### src/rtl/sync_fifo_pkg.sv
// Shared width helpers and default threshold constants for the threshold FIFO.
package sync_fifo_pkg;

    // Default almost-empty threshold and distance of almost-full from the top.
    localparam int AE_THRESH_DEF = 2;
    localparam int AF_MARGIN_DEF = 2;

    // Pointer width: enough bits to index DEPTH entries.
    function automatic int addr_w(input int depth);
        return (depth > 1) ? $clog2(depth) : 1;
    endfunction

    // Occupancy width: one extra bit so the value DEPTH is representable.
    function automatic int cnt_w(input int depth);
        return addr_w(depth) + 1;
    endfunction

endpackage

### src/rtl/sync_fifo_mem.sv
// DEPTH x DATA_W register array with one write port and a registered read port.
module sync_fifo_mem
    import sync_fifo_pkg::*;
#(
    parameter int DATA_W = 8,
    parameter int DEPTH  = 16
) (
    input  logic                       clk,
    input  logic                       rst_n,
    input  logic                       we,
    input  logic [addr_w(DEPTH)-1:0]   waddr,
    input  logic [DATA_W-1:0]          wdata,
    input  logic                       re,
    input  logic [addr_w(DEPTH)-1:0]   raddr,
    output logic [DATA_W-1:0]          rdata
);

    logic [DATA_W-1:0] mem [DEPTH];

    // Storage array; contents are intentionally left unreset.
    always_ff @(posedge clk) begin
        if (we) begin
            mem[waddr] <= wdata;
        end
    end

    // Read register: loads only on an accepted read, otherwise holds.
    always_ff @(posedge clk or negedge rst_n) begin
        if (!rst_n) begin
            rdata <= '0;
        end else if (re) begin
            rdata <= mem[raddr];
        end
    end

endmodule

### src/rtl/sync_fifo_thresh.sv
// Single-clock FIFO with programmable almost-full/almost-empty thresholds,
// occupancy count, synchronous flush and sticky overflow/underflow flags.
module sync_fifo_thresh
    import sync_fifo_pkg::*;
#(
    parameter int DATA_W    = 8,
    parameter int DEPTH     = 16,
    parameter int AF_THRESH = DEPTH - AF_MARGIN_DEF,
    parameter int AE_THRESH = AE_THRESH_DEF
) (
    input  logic                      clk,
    input  logic                      rst_n,
    input  logic                      winc,
    input  logic [DATA_W-1:0]         wdata,
    input  logic                      rinc,
    output logic [DATA_W-1:0]         rdata,
    input  logic                      flush,
    input  logic                      err_clr,
    output logic                      full,
    output logic                      empty,
    output logic                      almost_full,
    output logic                      almost_empty,
    output logic [cnt_w(DEPTH)-1:0]   count,
    output logic                      overflow,
    output logic                      underflow
);

    localparam int ADDR_W = addr_w(DEPTH);
    localparam int CNT_W  = cnt_w(DEPTH);

    localparam logic [CNT_W-1:0] DEPTH_C = CNT_W'(DEPTH);
    localparam logic [CNT_W-1:0] AF_C    = CNT_W'(AF_THRESH);
    localparam logic [CNT_W-1:0] AE_C    = CNT_W'(AE_THRESH);

    // Reject illegal configurations while elaborating.
    if (DATA_W < 1) begin : g_bad_data_w
        $fatal(1, "sync_fifo_thresh: DATA_W must be >= 1");
    end
    if (DEPTH < 2 || (DEPTH & (DEPTH - 1)) != 0) begin : g_bad_depth
        $fatal(1, "sync_fifo_thresh: DEPTH must be a power of two >= 2");
    end
    if (AF_THRESH < 1 || AF_THRESH > DEPTH) begin : g_bad_af
        $fatal(1, "sync_fifo_thresh: AF_THRESH must be in 1..DEPTH");
    end
    if (AE_THRESH < 0 || AE_THRESH > DEPTH - 1) begin : g_bad_ae
        $fatal(1, "sync_fifo_thresh: AE_THRESH must be in 0..DEPTH-1");
    end

    logic [ADDR_W-1:0] wptr;
    logic [ADDR_W-1:0] rptr;
    logic              wr_ok;
    logic              rd_ok;
    logic              ovf_set;
    logic              udf_set;

    // Status flags come straight from the registered occupancy.
    assign full         = (count == DEPTH_C);
    assign empty        = (count == '0);
    assign almost_full  = (count >= AF_C);
    assign almost_empty = (count <= AE_C);

    // A flush cycle swallows both requests, including their error side effects.
    assign wr_ok   = winc && !full  && !flush;
    assign rd_ok   = rinc && !empty && !flush;
    assign ovf_set = winc && full  && !flush;
    assign udf_set = rinc && empty && !flush;

    // Pointer and occupancy tracking; pointers wrap naturally at DEPTH.
    always_ff @(posedge clk or negedge rst_n) begin
        if (!rst_n) begin
            wptr  <= '0;
            rptr  <= '0;
            count <= '0;
        end else if (flush) begin
            wptr  <= '0;
            rptr  <= '0;
            count <= '0;
        end else begin
            if (wr_ok) begin
                wptr <= wptr + ADDR_W'(1);
            end
            if (rd_ok) begin
                rptr <= rptr + ADDR_W'(1);
            end
            case ({wr_ok, rd_ok})
                2'b10:   count <= count + CNT_W'(1);
                2'b01:   count <= count - CNT_W'(1);
                default: count <= count;
            endcase
        end
    end

    // Sticky error flags; a new error in the clearing cycle keeps the flag set.
    always_ff @(posedge clk or negedge rst_n) begin
        if (!rst_n) begin
            overflow  <= 1'b0;
            underflow <= 1'b0;
        end else begin
            if (ovf_set) begin
                overflow <= 1'b1;
            end else if (err_clr) begin
                overflow <= 1'b0;
            end
            if (udf_set) begin
                underflow <= 1'b1;
            end else if (err_clr) begin
                underflow <= 1'b0;
            end
        end
    end

    sync_fifo_mem #(
        .DATA_W (DATA_W),
        .DEPTH  (DEPTH)
    ) u_mem (
        .clk   (clk),
        .rst_n (rst_n),
        .we    (wr_ok),
        .waddr (wptr),
        .wdata (wdata),
        .re    (rd_ok),
        .raddr (rptr),
        .rdata (rdata)
    );

endmodule

### config.mk
export PLATFORM = sky130hd
export DESIGN_NAME = sync_fifo_thresh
export DESIGN_NICKNAME = d
export VERILOG_FILES = /design/src/rtl/sync_fifo_pkg.sv /design/src/rtl/sync_fifo_mem.sv /design/src/rtl/sync_fifo_thresh.sv
export SDC_FILE = /design/constraint.sdc
export NUM_CORES = 1
export LEC_CHECK = 0
export BUFFER_PORTS_ARGS = -buffer_cell sky130_fd_sc_hd__buf_2
export CORE_MARGIN = 2
export CORE_UTILIZATION = 25
export DETAILED_ROUTE_END_ITERATION = 10
export PLACE_DENSITY = 0.45
export SYNTH_ARGS = -nofsm -noshare
export SYNTH_HDL_FRONTEND = slang
export SYNTH_HIERARCHICAL = 1
export SYNTH_SLANG_ARGS = --single-unit
### constraint.sdc
create_clock -name clk -period 2.5 [get_ports clk]
set_input_delay 0.25 -clock clk [delete_from_list [all_inputs] [get_ports clk]]
set_output_delay 0.25 -clock clk [all_outputs]
set_load 0.02 [all_outputs]
==> qor.csv <==
metric,value,unit
die_area,0.02673,mm²
portBuffers,32,
std_cell_rows,58,
clock_skew,8.592,ps
gp_congestion,0.7299,
worstPathRequired,2830,ps
syn_inst,349,
post-route-drc-count,0,
fin_nets,435,
cts.clk_slew.worst_paths,60,ps
clock_latency,410,ps
setup_violations,0,
placed_cell_area,0.007019,mm²
cts_sinks,151,
finalHoldViolations,0,
final_area,0.007696,mm²
period_share,0.9498,
grt-ovfl-total,0,
wirelength,13720,µm
htree_levels,4,
grt_max_degree,24,
vias,3325,
slew_headroom,0.5992,
start_kind,register,
dieHeight,163.5,µm
cts_tree,built,
seq_area_frac_synth,0.6949,
drt-pass1-iter-count,4,
num_antenna_cells,0,
die_x,163.5,µm
async_reset_ff_frac,0.1523,
vias_per_cell,4.387,
netlist_area,0.006360,mm²
ant_nets,0,
path_max_fanout,5,
cts-root-buf,clkbuf_16,
post_drt_wl_per_cell,18.10,µm
grt_pass1_vias,3535,
grt_pass1_wl,21320,µm
synth_area_leaders,"edfxtp_1, mux4_2, dfrtp_1",
syn_area_per_cell,18.22,µm²
period_needed,2374,ps
power_per_cell_area,958.1,mW/mm²
area_delta_synth_final,21.01,%
cp.arrival,2700,ps
antenna_found_initial,0,
max_clock_freq,0.4212,GHz
worstMarginPinSlew,601.1,ps
slew_viol_final,0,
grtUsageTotal,0.1097,
pin_count,33,
cap_violations,0,
ys_dominant_reg_cell,edfxtp_1,
outcome,finished clean,
ys_types,53,
cts_buffer_depth,2,
holdWs,55.63,ps
ys_ff_latch,151,
hold_path_class,in2reg,
synth-edff-count,128,
core,0.02511,mm²
cts_buffers,17,
synth.largest_area_cell,edfxtp_1,
start_util,0.2533,
setup-tns-final,0,ps
final_util,0.3065,
hpwl,9214,µm
rrSetupSlack,130,ps
drt_iter0_drc,157,
p_leak,2.643,nW
ys_warn_count,6,
ir_drop,0.6450,mV
synthesis.nets,369,
netlist.area_leader.share,0.6044,
end_kind,register,
drive_gt1_frac,0.3551,
path_class,reg2reg,
-- worst paths after layout --
path / startpoint / cells after the start / to
min in group asynchronous: rst_n / 2 / count[1]$_DFFE_PN0P_
setup / recovery: count[3]$_DFFE_PN0P_ / 8 / count[3]$_DFFE_PN0P_
hold / removal: err_clr / 2 / underflow$_DFFE_PN0P_
max in group asynchronous: rst_n / 2 / rptr[2]$_DFFE_PN0P_
hold reg to reg: underflow$_DFFE_PN0P_ / 2 / underflow$_DFFE_PN0P_
setup reg to reg: count[3]$_DFFE_PN0P_ / 8 / count[3]$_DFFE_PN0P_
-- area by class of cell --
type / count / area [µm²]
fill: 2491 / 17410
sequential: 151 / 4425
multi-input combinational: 169 / 1772
timing repair buffer: 67 / 437.9
clock buffer: 17 / 425.4
tap: 330 / 412.9
clock inverter: 15 / 188.9
inverter: 9 / 33.78
-- logic make-up after synthesis --
logic type / Yosys count / share of synthesized area
and+or+nand+nor: 74 / 0.06000
adders and majority gates: 6 / 0.01298
muxes: 42 / 0.1326
AOI/OAI and AO/OA: 41 / 0.05981
buffers and inverters: 29 / 0.03148
xor gates and xnor gates: 6 / 0.008264
DFF: 151 / 0.6949
-- worst max-delay path, stage by stage, from the launching register on --
cell and delay [ps]:
dfrtp_2 450, or3_1 450, o31ai_4 250, nor3_4 70
ha_1 320, or2_2 320, a31oi_1 220, nand4_1 110
o21ai_0 90
-- cell usage after synthesis, drive strengths merged (4+ instances only) --
cell type	instances
a221oi	9
buf	16
clkbuf	4
dfrtp	23
edfxtp	128
ha	5
inv	9
mux2i	10
mux4	32
nand2b	8
nand3	5
nor2	36
nor3	6
o21ai	5
o22ai	9
-- where the power goes --
group          internal (W)  total (W)  switching, W  leakage (nW)
registers           0.00289    0.00306      0.000162          1.44
logic              0.000709    0.00167      0.000963         0.911
clock network       0.00160    0.00265       0.00105         0.297
-- per-stage QoR --
stage          worst slack (ps)  cells  power, W
2_1_floorplan            -57.27    349  0.004255
3_3_place_gp              122.7    721  0.004738
3_5_place_dp              78.42    721  0.004755
4_1_cts                   64.93    754  0.007429
5_1_grt                  -26.24    758  0.007729
6_report                  125.6    758  0.007373
-- cell usage in the layout, fill, tap and decap left out, types with 3 or more instances in the layout --
master     instances
inv_6              5
nand2b_1           8
dfrtp_2            5
inv_1              9
nand2_1            3
dfrtp_1           18
nand3b_1           3
ha_1               5
o21ai_0            5
mux4_1             6
xor2_1             3
nand3_1            5
clkbuf_16         17
nor3_1             4
mux2i_1           10
buf_2             32
xnor2_1            3
a221oi_2           8
buf_4             33
nor2_1            36
mux4_2            26
edfxtp_1         128
bufinv_16          3
o22ai_1            8
-- routing by layer --
layer  vias to the layer above  global-route usage  share of wire
met5                         -                   0              0
met3                         6             0.03403          0.034
met4                         0             0.02751         0.0063
met1                      1733              0.1437           0.47
met2                        52              0.1774           0.49
li1                       1534                   -              -
-- registers in the layout, summed over array words and instances, names as in the netlist --
register     count
wptr             4
overflow         1
rptr             4
underflow        1
u_mem/mem      128
count            5
u_mem/rdata      8
-- what timing repair did --
item,4_1_cts,5_1_grt
hold endpoints to repair,23,0
hold buffers,1,0
resized for setup,0,5
buffers inserted,0,4
setup endpoints to repair,0,10
(Power assumes the default switching activity.)
